**src/rtl/finv_table_loader.sv**
```systemverilog
// Writer side of the finv reciprocal seed table: packs a byte stream into (a, b) words and writes them.
// Optional trailer checksum enabled by defining FINV_TABLE_LOADER_CHECKSUM_EN.
module finv_table_loader #(
    parameter int ENTRIES = 1024,
    parameter int ADDR_W  = 10,
    parameter int DATA_W  = 24
) (
    input  logic              clk,
    input  logic              rstn,
    input  logic              start,
    input  logic              in_valid,
    input  logic [7:0]        in_data,
    output logic              in_ready,
    output logic              load,
    output logic [ADDR_W-1:0] addr,
    output logic [DATA_W-1:0] in_a,
    output logic [DATA_W-1:0] in_b,
    output logic              busy,
    output logic              done,
    output logic              err
);

    localparam int NB     = DATA_W / 8;
    localparam int NBYTES = 2 * NB;
    localparam int CNT_W  = $clog2(NBYTES);
    localparam logic [CNT_W-1:0]  LAST_BYTE = CNT_W'(NBYTES - 1);
    localparam logic [ADDR_W-1:0] LAST_ADDR = ADDR_W'(ENTRIES - 1);

`ifdef FINV_TABLE_LOADER_CHECKSUM_EN
    typedef enum logic [2:0] {IDLE, RECV, WRITE, CHECK, DONE} state_t;
`else
    typedef enum logic [2:0] {IDLE, RECV, WRITE, DONE} state_t;
`endif

    state_t state_q;
    state_t state_d;

    logic [CNT_W-1:0] byte_cnt;
    logic             accept;
    logic             idle_like;

    assign accept    = in_valid && in_ready;
    assign idle_like = (state_q == IDLE) || (state_q == DONE);

    always_ff @(posedge clk or negedge rstn) begin
        if (!rstn) begin
            state_q <= IDLE;
        end else begin
            state_q <= state_d;
        end
    end

    always_comb begin
        state_d = state_q;
        case (state_q)
            IDLE, DONE: begin
                if (start) state_d = RECV;
            end
            RECV: begin
                if (accept && (byte_cnt == LAST_BYTE)) state_d = WRITE;
            end
            WRITE: begin
                if (addr == LAST_ADDR) begin
`ifdef FINV_TABLE_LOADER_CHECKSUM_EN
                    state_d = CHECK;
`else
                    state_d = DONE;
`endif
                end else begin
                    state_d = RECV;
                end
            end
`ifdef FINV_TABLE_LOADER_CHECKSUM_EN
            CHECK: begin
                if (accept) state_d = DONE;
            end
`endif
            default: state_d = IDLE;
        endcase
    end

    always_comb begin
        in_ready = 1'b0;
        load     = 1'b0;
        busy     = 1'b0;
        case (state_q)
            RECV: begin
                in_ready = 1'b1;
                busy     = 1'b1;
            end
            WRITE: begin
                load = 1'b1;
                busy = 1'b1;
            end
`ifdef FINV_TABLE_LOADER_CHECKSUM_EN
            CHECK: begin
                in_ready = 1'b1;
                busy     = 1'b1;
            end
`endif
            default: ;
        endcase
    end

    // Bytes land little-endian: the first NB bytes build in_a, the next NB build in_b.
    always_ff @(posedge clk or negedge rstn) begin
        if (!rstn) begin
            addr     <= '0;
            byte_cnt <= '0;
            in_a     <= '0;
            in_b     <= '0;
            done     <= 1'b0;
        end else begin
            case (state_q)
                IDLE, DONE: begin
                    if (start) begin
                        addr     <= '0;
                        byte_cnt <= '0;
                        done     <= 1'b0;
                    end
                end
                RECV: begin
                    if (accept) begin
                        for (int i = 0; i < NB; i++) begin
                            if (byte_cnt == CNT_W'(i))      in_a[i*8 +: 8] <= in_data;
                            if (byte_cnt == CNT_W'(i + NB)) in_b[i*8 +: 8] <= in_data;
                        end
                        byte_cnt <= (byte_cnt == LAST_BYTE) ? '0 : byte_cnt + 1'b1;
                    end
                end
                WRITE: begin
                    if (addr != LAST_ADDR) addr <= addr + 1'b1;
`ifndef FINV_TABLE_LOADER_CHECKSUM_EN
                    else done <= 1'b1;
`endif
                end
`ifdef FINV_TABLE_LOADER_CHECKSUM_EN
                CHECK: begin
                    if (accept) done <= 1'b1;
                end
`endif
                default: ;
            endcase
        end
    end

`ifdef FINV_TABLE_LOADER_CHECKSUM_EN
    logic [7:0] sum;
    logic       err_q;

    // Table bytes plus the trailer must sum to zero modulo 256.
    always_ff @(posedge clk or negedge rstn) begin
        if (!rstn) begin
            sum   <= 8'h00;
            err_q <= 1'b0;
        end else if (idle_like && start) begin
            sum   <= 8'h00;
            err_q <= 1'b0;
        end else if ((state_q == RECV) && accept) begin
            sum <= sum + in_data;
        end else if ((state_q == CHECK) && accept) begin
            err_q <= ((sum + in_data) != 8'h00);
        end
    end

    assign err = err_q;
`else
    assign err = 1'b0;
`endif

endmodule

```
**config.mk**
```make
export PLATFORM = sky130hd
export DESIGN_NAME = finv_table_loader
export DESIGN_NICKNAME = d
export VERILOG_FILES = /design/src/rtl/finv_table_loader.sv
export SDC_FILE = /design/constraint.sdc
export NUM_CORES = 1
export LEC_CHECK = 0
export CAP_MARGIN = 10
export CORE_MARGIN = 2
export CORE_UTILIZATION = 52
export DETAILED_ROUTE_END_ITERATION = 8
export GPL_ROUTABILITY_DRIVEN = 1
export GPL_TIMING_DRIVEN = 0
export PLACE_DENSITY = 0.85
export SLEW_MARGIN = 30
export SYNTH_ARGS = -nofsm -noshare
export SYNTH_HDL_FRONTEND = slang
export SYNTH_SLANG_ARGS = --single-unit
```
**constraint.sdc**
```tcl
create_clock -name clk -period 5.57 [get_ports clk]
set_clock_uncertainty 0.2 [all_clocks]
set_input_delay 0.8355 -clock clk [delete_from_list [all_inputs] [get_ports clk]]
set_output_delay 0.8355 -clock clk [all_outputs]
set_load 0.01 [all_outputs]
```
==> Word-level counts from Yosys, hierarchy flattened <==
Cells that the tools add are included.
{ "classes": {"add_sub_neg": 2, "n_eq_ne": 15, "reduce_logical": 18, "muxes": 17} }
{ "op_table": {"columns": ["op", "count"], "rows": [
  ["AND reduction 3 bit", 9],
  ["2-to-1 mux 10 bit", 2],
  ["case mux 10 bit (2 select lines)", 1],
  ["2-to-1 mux 3 bit", 5],
  ["== test 3 x 2 -> 1 bit (second input constant)", 4],
  ["adder 10 x 1 -> 10 bit (second input constant)", 1],
  ["== test 10 bit (second input constant)", 1],
  ["!= test 10 bit (second input constant)", 1],
  ["!= test 2 bit (second input constant)", 5],
  ["case mux 3 bit (3 select lines)", 1],
  ["== test 3 x 1 -> 1 bit (second input constant)", 2],
  ["== test 3 bit (second input constant)", 2],
  ["logical NOT 3 bit", 2],
  ["case mux 3 bit (2 select lines)", 1],
  ["2-to-1 mux 1 bit", 5],
  ["nonzero test 2 bit", 2],
  ["OR reduction 2 bit", 2],
  ["adder 3 x 1 -> 3 bit (second input constant)", 1],
  ["logical AND 1 bit", 2],
  ["2-to-1 mux 2 bit", 1],
  ["case mux 1 bit (2 select lines)", 1],
  ["AND reduction 2 bit", 1]
]} }
{ "word_totals": {"input_bits": 12, "register_bits": 65, "word_cells": 62} }

==> Depth between registers and ports, before layout <==
{ "logic_depth": {"ltp_word": 6, "mapped_depth": 6} }

==> Worst setup path after synthesis <==
OpenSTA, ideal clock, no wires.
{ "synth_path": {"path_kind": "input-to-reg", "start": "in in_valid", "end": "reg in_a[0]", "arrival_time_ns": 1.801, "n_path_buf": 1, "slack_ns": 3.444, "t_required_ns": 5.245, "setup_time_ns": 0.125, "stages": 4, "cell_sequence": "nand2_2 > or4_1 > buf_6 > mux2_4"} }
{ "synth_between": {"elab_chain_len": 2} }
{ "synth_rtl": {"columns": ["item", "line_no", "rtl"], "rows": [
  ["from (decl)", "11", "input logic in_valid,"],
  ["logical AND 1 bit", "42", "assign accept = in_valid && in_ready;"],
  ["AND reduction 3 bit (no line)", null, null],
  ["to (signal, indexed assignment)", "125", "if (byte_cnt == CNT_W'(i)) in_a[i*8 +: 8] <= in_data;"],
  ["to (decl)", "16", "output logic [DATA_W-1:0] in_a,"]
]} }
No other way between the ends.
A chain may end at the register's enable or synchronous reset.

==> Final worst setup path <==
{ "layout_path": {"start": "reg state_q[0]", "end": "out load"} }
{ "layout_between": {"elab_chain_len": 2} }
{ "layout_rtl": {"columns": ["item", "line_no", "rtl"], "rows": [
  ["from (decl)", "35", "state_t state_q;"],
  ["from (signal assigned)", "49", "state_q <= state_d;"],
  ["== test 3 x 2 -> 1 bit", "86", "case (state_q)"],
  ["2-to-1 mux 1 bit", "86", null],
  ["to (decl)", "14", "output logic load,"]
]} }
No other way between the ends.

==> out/qor.yml <==
syn_inst: 205
syn_avg_cell_area_um2: 13.79
drc: 0
synth-xor-area-share_pct: 0
row_count: 26
htreeDepth: 3
final_util_pct: 73.97
fin_nets: 307
p_sw_mw: 0.6433
yosys-mux-area-fraction_pct: 20.94
synth_nets: 222
synthAdderAreaFrac_pct: 2.213
cts_buffer_depth: 2
fin_area_um2: 3826
swShare_pct: 32.63
power_leakage_nw: 1.704
finalSetupViolCount: 0
gp_congestion: 0.8230
rr_startpoint: "state_q[1]"
hold_viol: 0
root_buffer: "clkbuf_8"
track_usage_pct: 21.55
p_clk_share_pct: 16.8
synthTopCellsByCount: "dfrtp_1 (64), mux2_2 (41), nand2_1 (10)"
route.final.wire_length_mm: 6.064
numClockSinks: 64
cp-startpoint: "state_q[0]"
synth.distinct_cells: 45
yosysTopAreaCellShare_pct: 56.66
synth_compound_area_share_pct: 9.075
synthSimpleGateAreaFrac_pct: 9.031
vias: 2019
hpwl_mm: 4.293
yosysMostFrequentCell: "dfrtp_1"
power.internal_mw: 1.328
drv_slew: 0
antenna_cells: 0
synth_top_family_by_area: "multiplexers"
grt_antenna_before_repair: 0
crit_type: "reg -> out"
arrival_ps: 1760
firstDrtPassIters: 4
cts_buffers: 9
rsz0062_at_grt: "no"
drtIter0Drc: 105
clk_pin_slew_ps: 70
cts_setup_buffers: 0
vdd_drop_max_uv: 246.1
synth_top_cell_by_area: "dfrtp_1"
yosysSeqAreaShare_pct: 56.66
grt_pass1_wl_mm: 9.929
cp_max_fo: 7
max_cap_viol_count: 0
post-route-min-period_ps: 2795
ys.flop_type: "dfrtp_1"
dieArea_um2: 6041
cts_resized: 0
area_delta_synth_final_pct: 35.37
ant_nets: 0
clkLatencyLatePin_ps: 330
fmax_ghz: 0.3578
status: "completed"
fin_tns_setup_ps: 0
grt_start_max_net_pins: 35
hold_path.class: "in -> async"
netlist_area_um2: 2826
power.density_nw_per_um2: 515.3
startpoint_type: "flop"
synth_seq_cells: 64
async_flop_share_pct: 100.0
fillCellCount: 347
cp.required_ps: 4530
cts_tree: "done"
synth_warnings: 0
coreArea_um2: 5172
die_h_um: 77.73
initial_core_util_pct: 54.64
dieWidth_um: 77.73
numPortBuffers: 73
endpoint_kind: "primary output"
share_seq_of_total_power_pct: 37.8
relSlewSlack_pct: 48.28
fin_crit_sh_pct: 50.17
placed_cell_area_um2: 3662
grt_pass1_vias: 1955
drive_gt1_share_pct: 26.44
yosys-top-cells-area: "dfrtp_1 (57%), mux2_2 (16%), mux2_4 (4.2%)"
grt-ovfl-total: 0
via_per_inst: 5.532
pwr-share-comb_pct: 45.4
routedWlPerCell_um: 16.61
synth_edf_count: 0
holdBufCountCts: 0
ioPinCount: 75
worst_slew_pin_slew_ps: 771.7
==> registers in the layout, summed over array words and instances, names as in the netlist <==
signal	flops
addr	10
byte_cnt	3
done	1
in_a	24
in_b	24
state_q	2
==> cells by family after synthesis <==
group	after synthesis
AOI/OAI and AO/OA	33
buffers and inverters	11
and+or+nand+nor	41
DFF	64
adders and majority gates	5
other	1
muxes	50
==> layout make-up <==
type	instances	area [µm²]	area share, %
buffer	5	32.53	0.8502
clock buffer	10	127.6	3.336
clock inverter	6	36.28	0.9483
inverter	6	22.52	0.5886
multi-input combinational	130	1170	30.58
sequential	64	1602	41.86
tap	70	87.58	2.289
timing repair buffer	74	748.2	19.56
==> worst max-delay path, stage by stage (launching register included) <==
cell and delay (ps):
dfrtp_1 400, inv_1 90, ha_1 340, clkdlybuf4s50_1 600
==> power groups by stage <==
stage / Clock (mW) / Sequential (mW) / Combinational, mW
floorplan: 0 / 0.811 / 0.384
global placement: 0 / 0.741 / 0.875
detailed placement: 0 / 0.753 / 0.899
CTS: 0.340 / 0.745 / 0.904
global route: 0.360 / 0.767 / 0.960
finish: 0.332 / 0.744 / 0.895
==> metrics by stage <==
stage	setup slack (ps)	hold slack, ps	power [mW]	cells
floorplan	3444	297.2	1.195	205
global placement	1459	287.0	1.616	348
detailed placement	2607	292.5	1.653	349
CTS	2751	235.1	1.989	365
global route	2668	258.5	2.088	365
finish	2775	234.0	1.971	365
==> final timing paths <==
kind,end,cells after the start,slack (ps)
worst min-delay path,in_a[13],1,230
max in group asynchronous,addr[6],2,4430
worst min register to register,in_a[18],1,310
worst max-delay path,load,3,2780
worst max register to register,in_a[15],5,3220
min in group clk,in_a[18],1,310
==> layout by cell type, fill, tap and decap left out, types with 2 or more instances in the layout <==
master | netlist | layout
nor2_1 | 2 | 2
clkinv_2 | 0 | 4
a21oi_1 | 6 | 6
mux2_4 | 8 | 8
nand2_1 | 10 | 10
or3_1 | 2 | 2
mux2_2 | 41 | 41
clkbuf_1 | 1 | 2
buf_4 | 1 | 2
o21ai_0 | 9 | 9
clkdlybuf4s50_1 | 0 | 72
nand3_1 | 5 | 5
and2_1 | 3 | 3
dfrtp_1 | 64 | 64
nor3_1 | 3 | 3
nand4_2 | 2 | 2
nand2b_1 | 3 | 3
nor2b_1 | 2 | 2
o41ai_1 | 3 | 3
buf_2 | 2 | 2
ha_1 | 5 | 5
inv_1 | 6 | 6
or4_1 | 2 | 2
clkbuf_8 | 0 | 9
a21o_1 | 2 | 2
==> per-layer routing <==
metal	vias up	wire length, µm	GRT usage, %
met4	0	83	8.571
li1	933	-	-
met3	10	377	5.233
met1	995	2710	28.95
met2	81	2892	33.79
met5	-	0	0
Note: power is estimated with default switching activity, not from simulation.
